$ cat src/rtl/game_timer_if.sv
// Signal bundle between the whack-a-mole round controller and the game/display side.
interface game_timer_if;
   logic       start;
   logic       abort;
   logic       EN;
   logic [3:0] secs_tens;
   logic [3:0] secs_ones;
   logic [1:0] state;
   logic       game_over;
   logic       warn;

   modport master (
      output start, abort,
      input  EN, secs_tens, secs_ones, state, game_over, warn
   );

   modport slave (
      input  start, abort,
      output EN, secs_tens, secs_ones, state, game_over, warn
   );
endinterface

$ cat src/rtl/game_timer.sv
// Whack-a-mole round controller: BCD seconds countdown gating the game's EN input.
// Optional pause/resume on start is enabled by defining GAME_TIMER_PAUSE_EN.
module game_timer #(
   parameter int TICK_DIV  = 50000000,
   parameter int GAME_SECS = 60,
   parameter int WARN_SECS = 10
) (
   input logic         Clk,
   input logic         reset,
   game_timer_if.slave bus
);

   typedef enum logic [1:0] {
      IDLE  = 2'b00,
      RUN   = 2'b01,
      OVER  = 2'b10,
      PAUSE = 2'b11
   } state_t;

   localparam int            PW          = $clog2(TICK_DIV);
   localparam logic [PW-1:0] PRESC_MAX   = PW'(TICK_DIV - 1);
   localparam logic [3:0]    RELOAD_TENS = 4'(GAME_SECS / 10);
   localparam logic [3:0]    RELOAD_ONES = 4'(GAME_SECS % 10);

   state_t        state_r;
   logic          start_q;
   logic [PW-1:0] presc;
   logic [3:0]    tens;
   logic [3:0]    ones;
   logic          en_r;
   logic          go_r;
   logic          rise;
   logic          tick;
   logic          pause_req;
   logic [6:0]    remaining;

   assign rise = bus.start & ~start_q;
   assign tick = (presc == PRESC_MAX);

`ifdef GAME_TIMER_PAUSE_EN
   assign pause_req = rise;
`else
   assign pause_req = 1'b0;
`endif

   always_ff @(posedge Clk) begin
      if (reset) begin
         state_r <= IDLE;
         start_q <= 1'b1;
         presc   <= '0;
         tens    <= RELOAD_TENS;
         ones    <= RELOAD_ONES;
         en_r    <= 1'b0;
         go_r    <= 1'b0;
      end else begin
         start_q <= bus.start;
         go_r    <= 1'b0;
         if (bus.abort) begin
            state_r <= IDLE;
            en_r    <= 1'b0;
            presc   <= '0;
            tens    <= RELOAD_TENS;
            ones    <= RELOAD_ONES;
         end else begin
            case (state_r)
               IDLE, OVER: begin
                  if (rise) begin
                     state_r <= RUN;
                     en_r    <= 1'b1;
                     presc   <= '0;
                     tens    <= RELOAD_TENS;
                     ones    <= RELOAD_ONES;
                  end
               end
               RUN: begin
                  // A pause request wins over a coincident tick: prescaler freezes as-is.
                  if (pause_req) begin
                     state_r <= PAUSE;
                     en_r    <= 1'b0;
                  end else if (tick) begin
                     presc <= '0;
                     if (tens == 4'd0 && ones == 4'd1) begin
                        state_r <= OVER;
                        en_r    <= 1'b0;
                        go_r    <= 1'b1;
                        ones    <= 4'd0;
                     end else if (ones == 4'd0) begin
                        ones <= 4'd9;
                        tens <= tens - 4'd1;
                     end else begin
                        ones <= ones - 4'd1;
                     end
                  end else begin
                     presc <= presc + PW'(1);
                  end
               end
               PAUSE: begin
                  if (rise) begin
                     state_r <= RUN;
                     en_r    <= 1'b1;
                  end
               end
            endcase
         end
      end
   end

   assign remaining = (7'(tens) * 7'd10) + 7'(ones);

   assign bus.EN        = en_r;
   assign bus.state     = state_r;
   assign bus.secs_tens = tens;
   assign bus.secs_ones = ones;
   assign bus.game_over = go_r;
   assign bus.warn      = ((state_r == RUN) || (state_r == PAUSE)) &&
                          (remaining <= 7'(WARN_SECS));

endmodule

$ cat src/flat_wrapper.sv
// flat-port wrapper written by rule: the top's interface ports become plain ports
module game_timer_flat 
#(
   parameter int TICK_DIV  = 50000000,
   parameter int GAME_SECS = 60,
   parameter int WARN_SECS = 10
)
  (Clk, reset, bus_start, bus_abort, bus_EN, bus_secs_tens, bus_secs_ones, bus_state, bus_game_over, bus_warn);
  game_timer_if bus_i ();
  input logic Clk;
  input logic reset;
  input wire logic [$bits(bus_i.start)-1:0] bus_start;
  input wire logic [$bits(bus_i.abort)-1:0] bus_abort;
  output wire logic [$bits(bus_i.EN)-1:0] bus_EN;
  output wire logic [$bits(bus_i.secs_tens)-1:0] bus_secs_tens;
  output wire logic [$bits(bus_i.secs_ones)-1:0] bus_secs_ones;
  output wire logic [$bits(bus_i.state)-1:0] bus_state;
  output wire logic [$bits(bus_i.game_over)-1:0] bus_game_over;
  output wire logic [$bits(bus_i.warn)-1:0] bus_warn;
  assign bus_i.start = bus_start;
  assign bus_i.abort = bus_abort;
  assign bus_EN = bus_i.EN;
  assign bus_secs_tens = bus_i.secs_tens;
  assign bus_secs_ones = bus_i.secs_ones;
  assign bus_state = bus_i.state;
  assign bus_game_over = bus_i.game_over;
  assign bus_warn = bus_i.warn;
  game_timer #(.TICK_DIV(TICK_DIV), .GAME_SECS(GAME_SECS), .WARN_SECS(WARN_SECS)) u_core (.Clk(Clk), .reset(reset), .bus(bus_i));
endmodule
$ cat config.mk
export PLATFORM = sky130hd
export DESIGN_NAME = game_timer_flat
export DESIGN_NICKNAME = d
export VERILOG_FILES = /design/src/rtl/game_timer_if.sv /design/src/rtl/game_timer.sv /design/src/flat_wrapper.sv
export SDC_FILE = /design/constraint.sdc
export NUM_CORES = 1
export LEC_CHECK = 0
export ABC_CLOCK_PERIOD_IN_PS = 2400
export BUFFER_PORTS_ARGS = -buffer_cell sky130_fd_sc_hd__buf_2
export CAP_MARGIN = 15
export CORE_UTILIZATION = 55
export DETAILED_ROUTE_END_ITERATION = 10
export HOLD_SLACK_MARGIN = 0.1
export PLACE_DENSITY_LB_ADDON = 0.3
export SLEW_MARGIN = 20
export SYNTH_ARGS = -nofsm -noshare
export SYNTH_HDL_FRONTEND = slang
export SYNTH_SLANG_ARGS = --single-unit
export TNS_END_PERCENT = 30
$ cat constraint.sdc
create_clock -name Clk -period 2.4 [get_ports Clk]
set_clock_uncertainty 0.05 [all_clocks]
set_input_delay 0 -clock Clk [delete_from_list [all_inputs] [get_ports Clk]]
set_output_delay 0 -clock Clk [all_outputs]
set_load 0.005 [all_outputs]
==> results of run 1 <==
## worst register-to-register path, cell delays in order (launching register included)
cell and delay, ns:
dfxtp_1 0.42, nand4_1 0.17, or4_1 0.62, or4_4 0.52, or3_1 0.32, mux2i_1 0.12
## kinds of logic (layout without fill, tap and decap cells)
logic type      count (synthesis)  count (layout)  synth area share
fa+ha+maj                      10              10            0.0634
mux                             2               2           0.00905
xor+xnor                       22              22            0.0871
simple gates                  137             137             0.324
buf+inv                        23              61            0.0441
flops                          38              38             0.344
compound gates                 40              40             0.128
## sequential cells by signal (all words and copies together), names as in the netlist
| register | flops |
|---|---|
| u_core.bus.state | 2 |
| u_core.bus.game_over | 1 |
| u_core.start_q | 1 |
| u_core.presc | 26 |
| u_core.bus.secs_ones | 4 |
| u_core.bus.secs_tens | 4 |
## area by class of cell
type | count | area [um^2] | share of cell area
clock inverters | 3 | 45.0 | 0.0169
repair buffers | 41 | 290 | 0.109
clock buffers | 5 | 68.8 | 0.0258
flip-flops and latches | 38 | 763 | 0.287
well taps | 48 | 60.1 | 0.0225
multi-input cells | 211 | 1390 | 0.522
inverters | 12 | 45.0 | 0.0169
## cells in the final DEF (no fill, tap or decap), drive strengths merged, types with 3 or more instances in the layout
cell,synthesis,layout
ha,8,8
o21ai,7,7
inv,12,12
nor3,10,10
or3,8,8
buf,6,37
nand2,22,22
or4,7,7
a21o,4,4
or2,3,3
xor2,5,5
nand4,7,7
xnor2,17,17
nor2,37,37
dlygate4sd3,0,4
nand3,21,21
clkbuf,5,5
a21oi,9,9
o31ai,5,5
dfxtp,38,38
nor4,9,9
o2111ai,3,3
## through the flow
step	std cells	worst slack [ns]	setup TNS, ns	hold WS [ns]	utilization
5_1_grt	358	-0.138	-0.138	0.498	0.706
4_1_cts	357	-0.0329	-0.0329	0.446	0.704
3_5_place_dp	343	0.158	0	0.176	0.649
2_1_floorplan	272	0.271	0	0.0538	-
3_3_place_gp	343	0.187	0	0.162	0.649
6_report	358	0.00606	0	0.453	0.706
## worst paths after layout
kind         slack, ns  depth (start not counted)                    start                to
min               0.45                          2          u_core.presc[0]   u_core.presc[0]
max reg2reg       0.12                          5          u_core.presc[8]  u_core.presc[22]
min reg2reg       0.45                          2          u_core.presc[0]   u_core.presc[0]
max              0.006                         10  u_core.bus.secs_tens[1]          bus_warn
## power by group
group          total (W)  internal [W]  switching [W]
registers       0.000633      0.000631     0.00000164
logic          0.0000453     0.0000193      0.0000260
clock network   0.000552      0.000309       0.000242
## what timing repair did
item / CTS / global route
buffers inserted: 2 / 1
hold buffers: 4 / 0
endpoints found under the setup margin: 1 / 1
pin swaps: 5 / 8
endpoints found under the hold margin: 8 / 0
resized for setup: 9 / 1
## metal layers
metal | track usage | vias to the layer above | share of wire
met5 | 0 | - | 0
met4 | 0.0842 | 0 | 0.0085
met3 | 0.0451 | 8 | 0.051
met2 | 0.434 | 53 | 0.47
met1 | 0.357 | 1001 | 0.47
li1 | - | 1044 | -
==> results_dict.tcl, run 1 <==
set metrics [dict create \
    synth_enable_flop_cells 0 \
    timing.slew.headroom 0.580 \
    cp_slowest_stage_delay_ns 0.36 \
    gp_congestion 0.869 \
    syn-num-nets 286 \
    tightest_slew_ns 0.624 \
    cp_num_buf_inv 2 \
    period_share 0.997 \
    ant_nets 0 \
    rsz0062_at_grt "yes" \
    hold_path_class "flop to flop" \
    cts_root_buf "clkbuf_8" \
    io_pins 17 \
    cp-start-kind "flop" \
    grt_max_degree 18 \
    grt_usage 0.267 \
    area_growth_pct 20.4 \
    vdd_drop_max_mv 0.607 \
    powerDensity_mw_per_mm2 462 \
    gr-total-overflow 0 \
    nFillCells 294 \
    hpwl_um 3740 \
    cts_buffers 5 \
    coreArea_mm2 0.00377 \
    slowest_stage "or3_1" \
    cts.path.max_buffers 2 \
    via_per_inst 5.88 \
    antenna_found_initial 0 \
    synth_area_per_cell_um2 8.13 \
    cp_common_cell "ha_4" \
    synthFlopType "dfxtp_1" \
    critPathKind "flop to output pin" \
    cp_top_family "adder cells" \
    die_h_um 65.4 \
    crit_chain "ha_4 > ha_4 > inv_2 > fa_2 > xor2_2 > or3_1 > a21boi_1 > a21oi_1 > nor2_1 > buf_2" \
    dieArea_mm2 0.00428 \
    synthTopCellsByCount "38 x dfxtp_1, 37 x nor2_1, 22 x nand2_1" \
    crit_fanout 2 \
    io_buffers 16 \
    status "completed" \
    syn_inst 272 \
    synthTopCellsByArea "dfxtp_1 34%, xnor2_1 6.7%, nor2_1 6.3%, ha_1 4.5%, nand3_1 4.3%" \
    async_reset_ff_frac 0 \
    synth_cell_types 50 \
    drive_gt1_frac 0.206 \
    wl_um 5160 \
    syn_area_mm2 0.00221 \
    maxSlewViolCount 0 \
    firstDrtPassIters 4 \
    drt-initial-drc-count 186 \
    ys_ff_latch 38 \
    required_ns 2.35 \
    clock_latency_ns 0.29 \
    cap_violations 0 \
    grt_pass1_vias 1976 \
    cts.sinks 38 \
    p_leak_nw 0.915 \
    cts_htree_levels 2 \
    hold_violations 0 \
    crit_arrival_ns 2.34 \
    path_clk_slew_ns 0.08 \
    power_w 0.00123 \
    fin_area_mm2 0.00266 \
    grt_pass1_wl_um 8850 \
    yosys_warnings 0 \
    drc_errors 0 \
    cts_tree "built" \
    rows 22 \
    yosysTopAreaCell "dfxtp_1" \
    synth.top_cell.area_share 0.344 \
    wl_per_cell_um 14.4 \
    vias 2106 \
    start_util 0.587 \
    critPathCaptureType "output pin" \
    setup_viol 0 \
    yosysMostFrequentCell "dfxtp_1" \
    period_needed_ns 2.39 \
    nNetsFinal 323 \
    post_dp_cell_area_mm2 0.00245 \
    max_freq_mhz 418 \
    n_antenna_cell 0 \
    ys_seq_area_frac 0.344 \
    die_x_um 65.4 \
]
Note: power is estimated with default switching activity, not from simulation.
==> inputs of run 2 (changes only) <==
ABC_CLOCK_PERIOD_IN_PS = 2130   (was 2400)
CTS_BUF_LIST = sky130_fd_sc_hd__clkbuf_4   (was unset)
clock period = 2.13 ns   (was 2.4 ns; I/O delays follow)
==> run 2 against run 1 <==
  * The run now ends with negative setup slack left
  * Critical endpoint unchanged
  * Non-clock buffer count grew 27
  * Wire length grew 9.1%
  * Worst setup slack lost 0.27 ns
  * Design area grew 5.9%
  * Power shrank 7.4%
  * Combinational power grew 17%
  * Clock power shrank 33%
==> results_dict.tcl, run 2 (synthesis gave the netlist of run 1 again) <==
set metrics [dict create \
    n_antenna_cell 0 \
    wl_per_cell_um 14.6 \
    finish.utilization 0.748 \
    hold_path_class "flop to flop" \
    cp_top_family "adder cells" \
    ant_nets 0 \
    coreArea_mm2 0.00377 \
    p_leak_nw 1.03 \
    dieArea_mm2 0.00428 \
    slowest_stage "fa_2" \
    drc_errors 0 \
    hpwl_um 4160 \
    timing.slew.headroom 0.594 \
    cp_common_cell "ha_4" \
    max_freq_mhz 418 \
    top_register "u_core.presc" \
    nFillCells 281 \
    nNetsFinal 350 \
    required_ns 2.08 \
    cts.sinks 38 \
    cp_num_buf_inv 2 \
    seqPwrFrac 0.627 \
    setup_viol 1 \
    die_h_um 65.4 \
    area_growth_pct 27.5 \
    sw_frac_of_total 0.235 \
    hold_violations 0 \
    final_common_cell "buf_4" \
    crit_chain "ha_4 > ha_4 > inv_2 > fa_2 > or3_1 > a21boi_1 > a21oi_1 > nor2_1 > buf_2" \
    grt_pass1_wl_um 9430 \
    final_cell_mix "46 x buf_4, 37 x nor2_1, 32 x dfxtp_1" \
    cts.path.max_buffers 2 \
    gr-total-overflow 0 \
    cts_buffers 5 \
    finalNonFillerCells 385 \
    drive_gt1_frac 0.282 \
    grt_max_degree 18 \
    grt_pass1_vias 2106 \
    rsz0062_at_grt "yes" \
    tightest_slew_ns 0.604 \
    maxSlewViolCount 0 \
    gp_congestion 0.972 \
    via_per_inst 5.76 \
    grt_usage 0.292 \
    dp.cells 371 \
    clock_power_share 0.326 \
    io_pins 17 \
    rows 22 \
    p_switching_w 0.000267 \
    cts_root_buf "clkbuf_4" \
    failed_checks "negative setup slack" \
    start_util 0.587 \
    antenna_found_initial 0 \
    critPathKind "flop to output pin" \
    cap_violations 0 \
    powerDensity_mw_per_mm2 404 \
    path_clk_slew_ns 0.11 \
    wl_um 5640 \
    drt-initial-drc-count 156 \
    fin_ws_ns -0.262 \
    cp-start-kind "flop" \
    period_share 1.12 \
    critPathCaptureType "output pin" \
    io_buffers 16 \
    vdd_drop_max_mv 0.409 \
    cts_htree_levels 2 \
    pwr-share-comb 0.047 \
    p_int_w 0.000871 \
    cp_slowest_stage_delay_ns 0.43 \
    firstDrtPassIters 4 \
    largest_register_ff_count 26 \
    die_x_um 65.4 \
    status "finished, violations left" \
    cts_tree "built" \
    vias 2218 \
    period_needed_ns 2.39 \
    crit_fanout 2 \
    crit_arrival_ns 2.34 \
    clock_latency_ns 0.35 \
]
[run 2: changes by cell type in the layout (fill, tap and decap cells not counted), sizes merged]
cell	change
buf	+26
bufinv	-1
clkbuf	+1
clkinv	+2
clkinvlp	-2
dlygate4sd3	+1
[run 2: power groups by stage]
stage	combinational, W	sequential, W	clock [W]
final	0.0000532	0.000713	0.000372
after floorplan	0.0000266	0.000729	0
after CTS	0.0000514	0.000713	0.000376
after global routing	0.0000575	0.000714	0.000412
after global placement	0.0000445	0.000730	0
after detailed placement	0.0000454	0.000730	0
[run 2: worst paths after layout]
check,start,to,slack (ns),cells past startpoint
max,u_core.bus.secs_tens[1],bus_warn,-0.26,9
min reg2reg,u_core.presc[0],u_core.presc[0],0.45,2
min,u_core.presc[0],u_core.presc[0],0.45,2
max reg2reg,u_core.presc[14],u_core.presc[22],0.07,5
[run 2: routing by layer]
metal / track usage / routed length (um)
met2: 0.469 / 2670
met4: 0.117 / 146
met1: 0.384 / 2550
met5: 0 / 0
met3: 0.0556 / 272
[run 2: final cells by class]
cell class	count	area (um^2)	area share
clock buffers	6	45.0	0.0160
clock inverters	2	8.76	0.00311
inverters	12	45.0	0.0160
multi-input cells	211	1400	0.496
flip-flops and latches	38	768	0.272
well taps	48	60.1	0.0213
repair buffers	68	495	0.176
[run 2: what timing repair did]
action | CTS | global route
setup endpoints to repair | 19 | 6
pin swaps | 5 | 4
hold endpoints to repair | 9 | 0
hold buffers | 5 | 0
resized for setup | 10 | 6
buffers inserted | 1 | 0
gates cloned | 0 | 0
[run 2: stage by stage]
| step | worst slack, ns | instance area (um^2) | hold slack, ns | setup TNS, ns | total power (W) |
|---|---|---|---|---|---|
| after CTS | -0.268 | 2810 | 0.442 | -0.268 | 0.00114 |
| after global placement | 0.0176 | 2660 | 0.164 | 0 | 0.000774 |
| after detailed placement | -0.0438 | 2660 | 0.174 | -0.0438 | 0.000775 |
| after global routing | -0.325 | 2820 | 0.500 | -0.412 | 0.00118 |
| after floorplan | 0.000898 | 2210 | 0.0538 | 0 | 0.000756 |
| final | -0.262 | 2820 | 0.446 | -0.262 | 0.00114 |
[run 2: worst register-to-register path, delay by kind of cell, from the launching register on]
| kind | cells | cell delay [ns] |
|---|---|---|
| simple gates | 4 | 1.46 |
| flops | 1 | 0.39 |
| mux | 1 | 0.12 |
==> inputs of run 3 (changes only) <==
CTS_BUF_LIST = sky130_fd_sc_hd__clkbuf_2   (was sky130_fd_sc_hd__clkbuf_4)
==> run 3 against run 2 <==
  * The flow still finishes with violations (negative setup slack)
  * Highest routed layer unchanged
  * Worst setup slack got worse by 0.063 ns
  * Register-to-register slack barely moved
  * Cell count is the same
  * Critical path depth stayed put
  * Core utilization fell by 0.40 points
  * Power down 4.8%
  * Die area is the same
  * Clock power is 15% lower
==> results_dict.tcl, run 3 (synthesis gave the netlist of run 1 again) <==
set metrics [dict create \
    clock_latency_ns 0.39 \
    n_antenna_cell 0 \
    grt_usage 0.286 \
    grt_max_degree 18 \
    max_freq_mhz 407 \
    required_ns 2.08 \
    io_pins 17 \
    powerDensity_mw_per_mm2 386 \
    fin_ws_ns -0.325 \
    dieArea_mm2 0.00428 \
    period_share 1.15 \
    status "finished, violations left" \
    drive_gt1_frac 0.282 \
    gr-total-overflow 0 \
    hpwl_um 4160 \
    post_dp_cell_area_mm2 0.00266 \
    hold_depth 2 \
    vdd_drop_max_mv 0.310 \
    preCtsSetupSlack_ns -0.0438 \
    p_leak_nw 1.03 \
    hold_violations 0 \
    reg2regPathDepth 5 \
    cp_slowest_stage_delay_ns 0.43 \
    gp_congestion 0.972 \
    nFillCells 285 \
    failed_checks "negative setup slack" \
    path_clk_slew_ns 0.19 \
    hold_path_class "flop to flop" \
    crit_arrival_ns 2.40 \
    antenna_found_initial 0 \
    area_growth_pct 26.8 \
    finalNonFillerCells 385 \
    coreArea_mm2 0.00377 \
    crit_chain "ha_4 > ha_4 > inv_2 > fa_2 > or3_1 > a21boi_1 > a21oi_1 > nor2_1 > buf_2" \
    cp-start-kind "flop" \
    rsz0062_at_grt "yes" \
    start_util 0.587 \
    period_needed_ns 2.45 \
    die_x_um 65.4 \
    top_register "u_core.presc" \
    maxSlewViolCount 0 \
    largest_register_ff_count 26 \
    vias 2245 \
    cts_tree "built" \
    via_per_inst 5.83 \
    io_buffers 16 \
    crit_fanout 2 \
    cts_root_buf "clkbuf_2" \
    cts_htree_levels 2 \
    tightest_slew_ns 0.628 \
    final_cell_mix "46 x buf_4, 37 x nor2_1, 32 x dfxtp_1" \
    cts_buffers 5 \
    timing.slew.headroom 0.578 \
    grt_pass1_vias 2088 \
    wl_per_cell_um 14.6 \
    grt_pass1_wl_um 9250 \
    fin_area_mm2 0.00281 \
    firstDrtPassIters 4 \
    drt-initial-drc-count 161 \
    cts.path.max_buffers 2 \
    setup_viol 1 \
    cap_violations 0 \
    cts.sinks 38 \
    critPathCaptureType "output pin" \
    ant_nets 0 \
    dp.cells 371 \
    drc_errors 0 \
    rows 22 \
    die_h_um 65.4 \
    cp_common_cell "ha_4" \
    wl_um 5620 \
    slowest_stage "fa_2" \
    nNetsFinal 350 \
    multi_input_area_mm2 0.00140 \
    critPathKind "flop to output pin" \
    seqCellArea_um2 768 \
    final_common_cell "buf_4" \
    finalHoldWorstSlack_ns 0.448 \
    setup_tns_ns -0.325 \
]
## run 3: cell count changes in the layout (fill, tap and decap cells not counted)
cell | previous run | this run
clkbuf_4 | 6 | 0
clkbuf_2 | 0 | 6
## run 3: area by class of cell
type                    count  share of cell area
well taps                  48              0.0214
inverters                  12              0.0161
clock buffers               6              0.0107
clock inverters             2             0.00312
repair buffers             68               0.177
flip-flops and latches     38               0.274
multi-input cells         211               0.498
## run 3: path summary, 6_finish.rpt
check	endpoint	slack, ns	start
max	bus_warn	-0.32	u_core.bus.secs_tens[1]
min	u_core.presc[0]	0.45	u_core.presc[0]
max reg2reg	u_core.presc[24]	0.07	u_core.bus.state[0]
min reg2reg	u_core.presc[0]	0.45	u_core.presc[0]
## run 3: layer usage
metal / wire, um / share of wire / GRT usage / vias up
li1: - / - / - / 1107
met1: 2580 / 0.46 / 0.381 / 1053
met2: 2640 / 0.47 / 0.461 / 74
met5: 0 / 0 / 0 / -
met3: 317 / 0.056 / 0.0556 / 11
met4: 85 / 0.015 / 0.0978 / 0
## run 3: where the power goes
part / internal [W] / total (W) / switching, W
logic: 0.0000224 / 0.0000526 / 0.0000302
registers: 0.000713 / 0.000715 / 0.00000196
clock network: 0.0000807 / 0.000316 / 0.000235
## run 3: what timing repair did
action	in CTS	in global routing
setup endpoints to repair	19	6
pin swaps	5	4
hold buffers	5	0
buffers inserted	1	0
gates resized for setup	10	6
endpoints found under the hold margin	11	0
## run 3: critical path, delay by kind of cell (launching register included)
kind / cells / cell delay, ns
DFF: 1 / 0.38
AOI/OAI and AO/OA: 2 / 0.23
adders and majority gates: 3 / 0.82
buffers and inverters: 2 / 0.15
and+or+nand+nor: 2 / 0.43
## run 3: per-stage QoR
step                power [W]  utilization
floorplan            0.000756            -
global placement     0.000774        0.705
detailed placement   0.000775        0.705
CTS                   0.00109        0.740
global route          0.00112        0.744
finish                0.00108        0.744
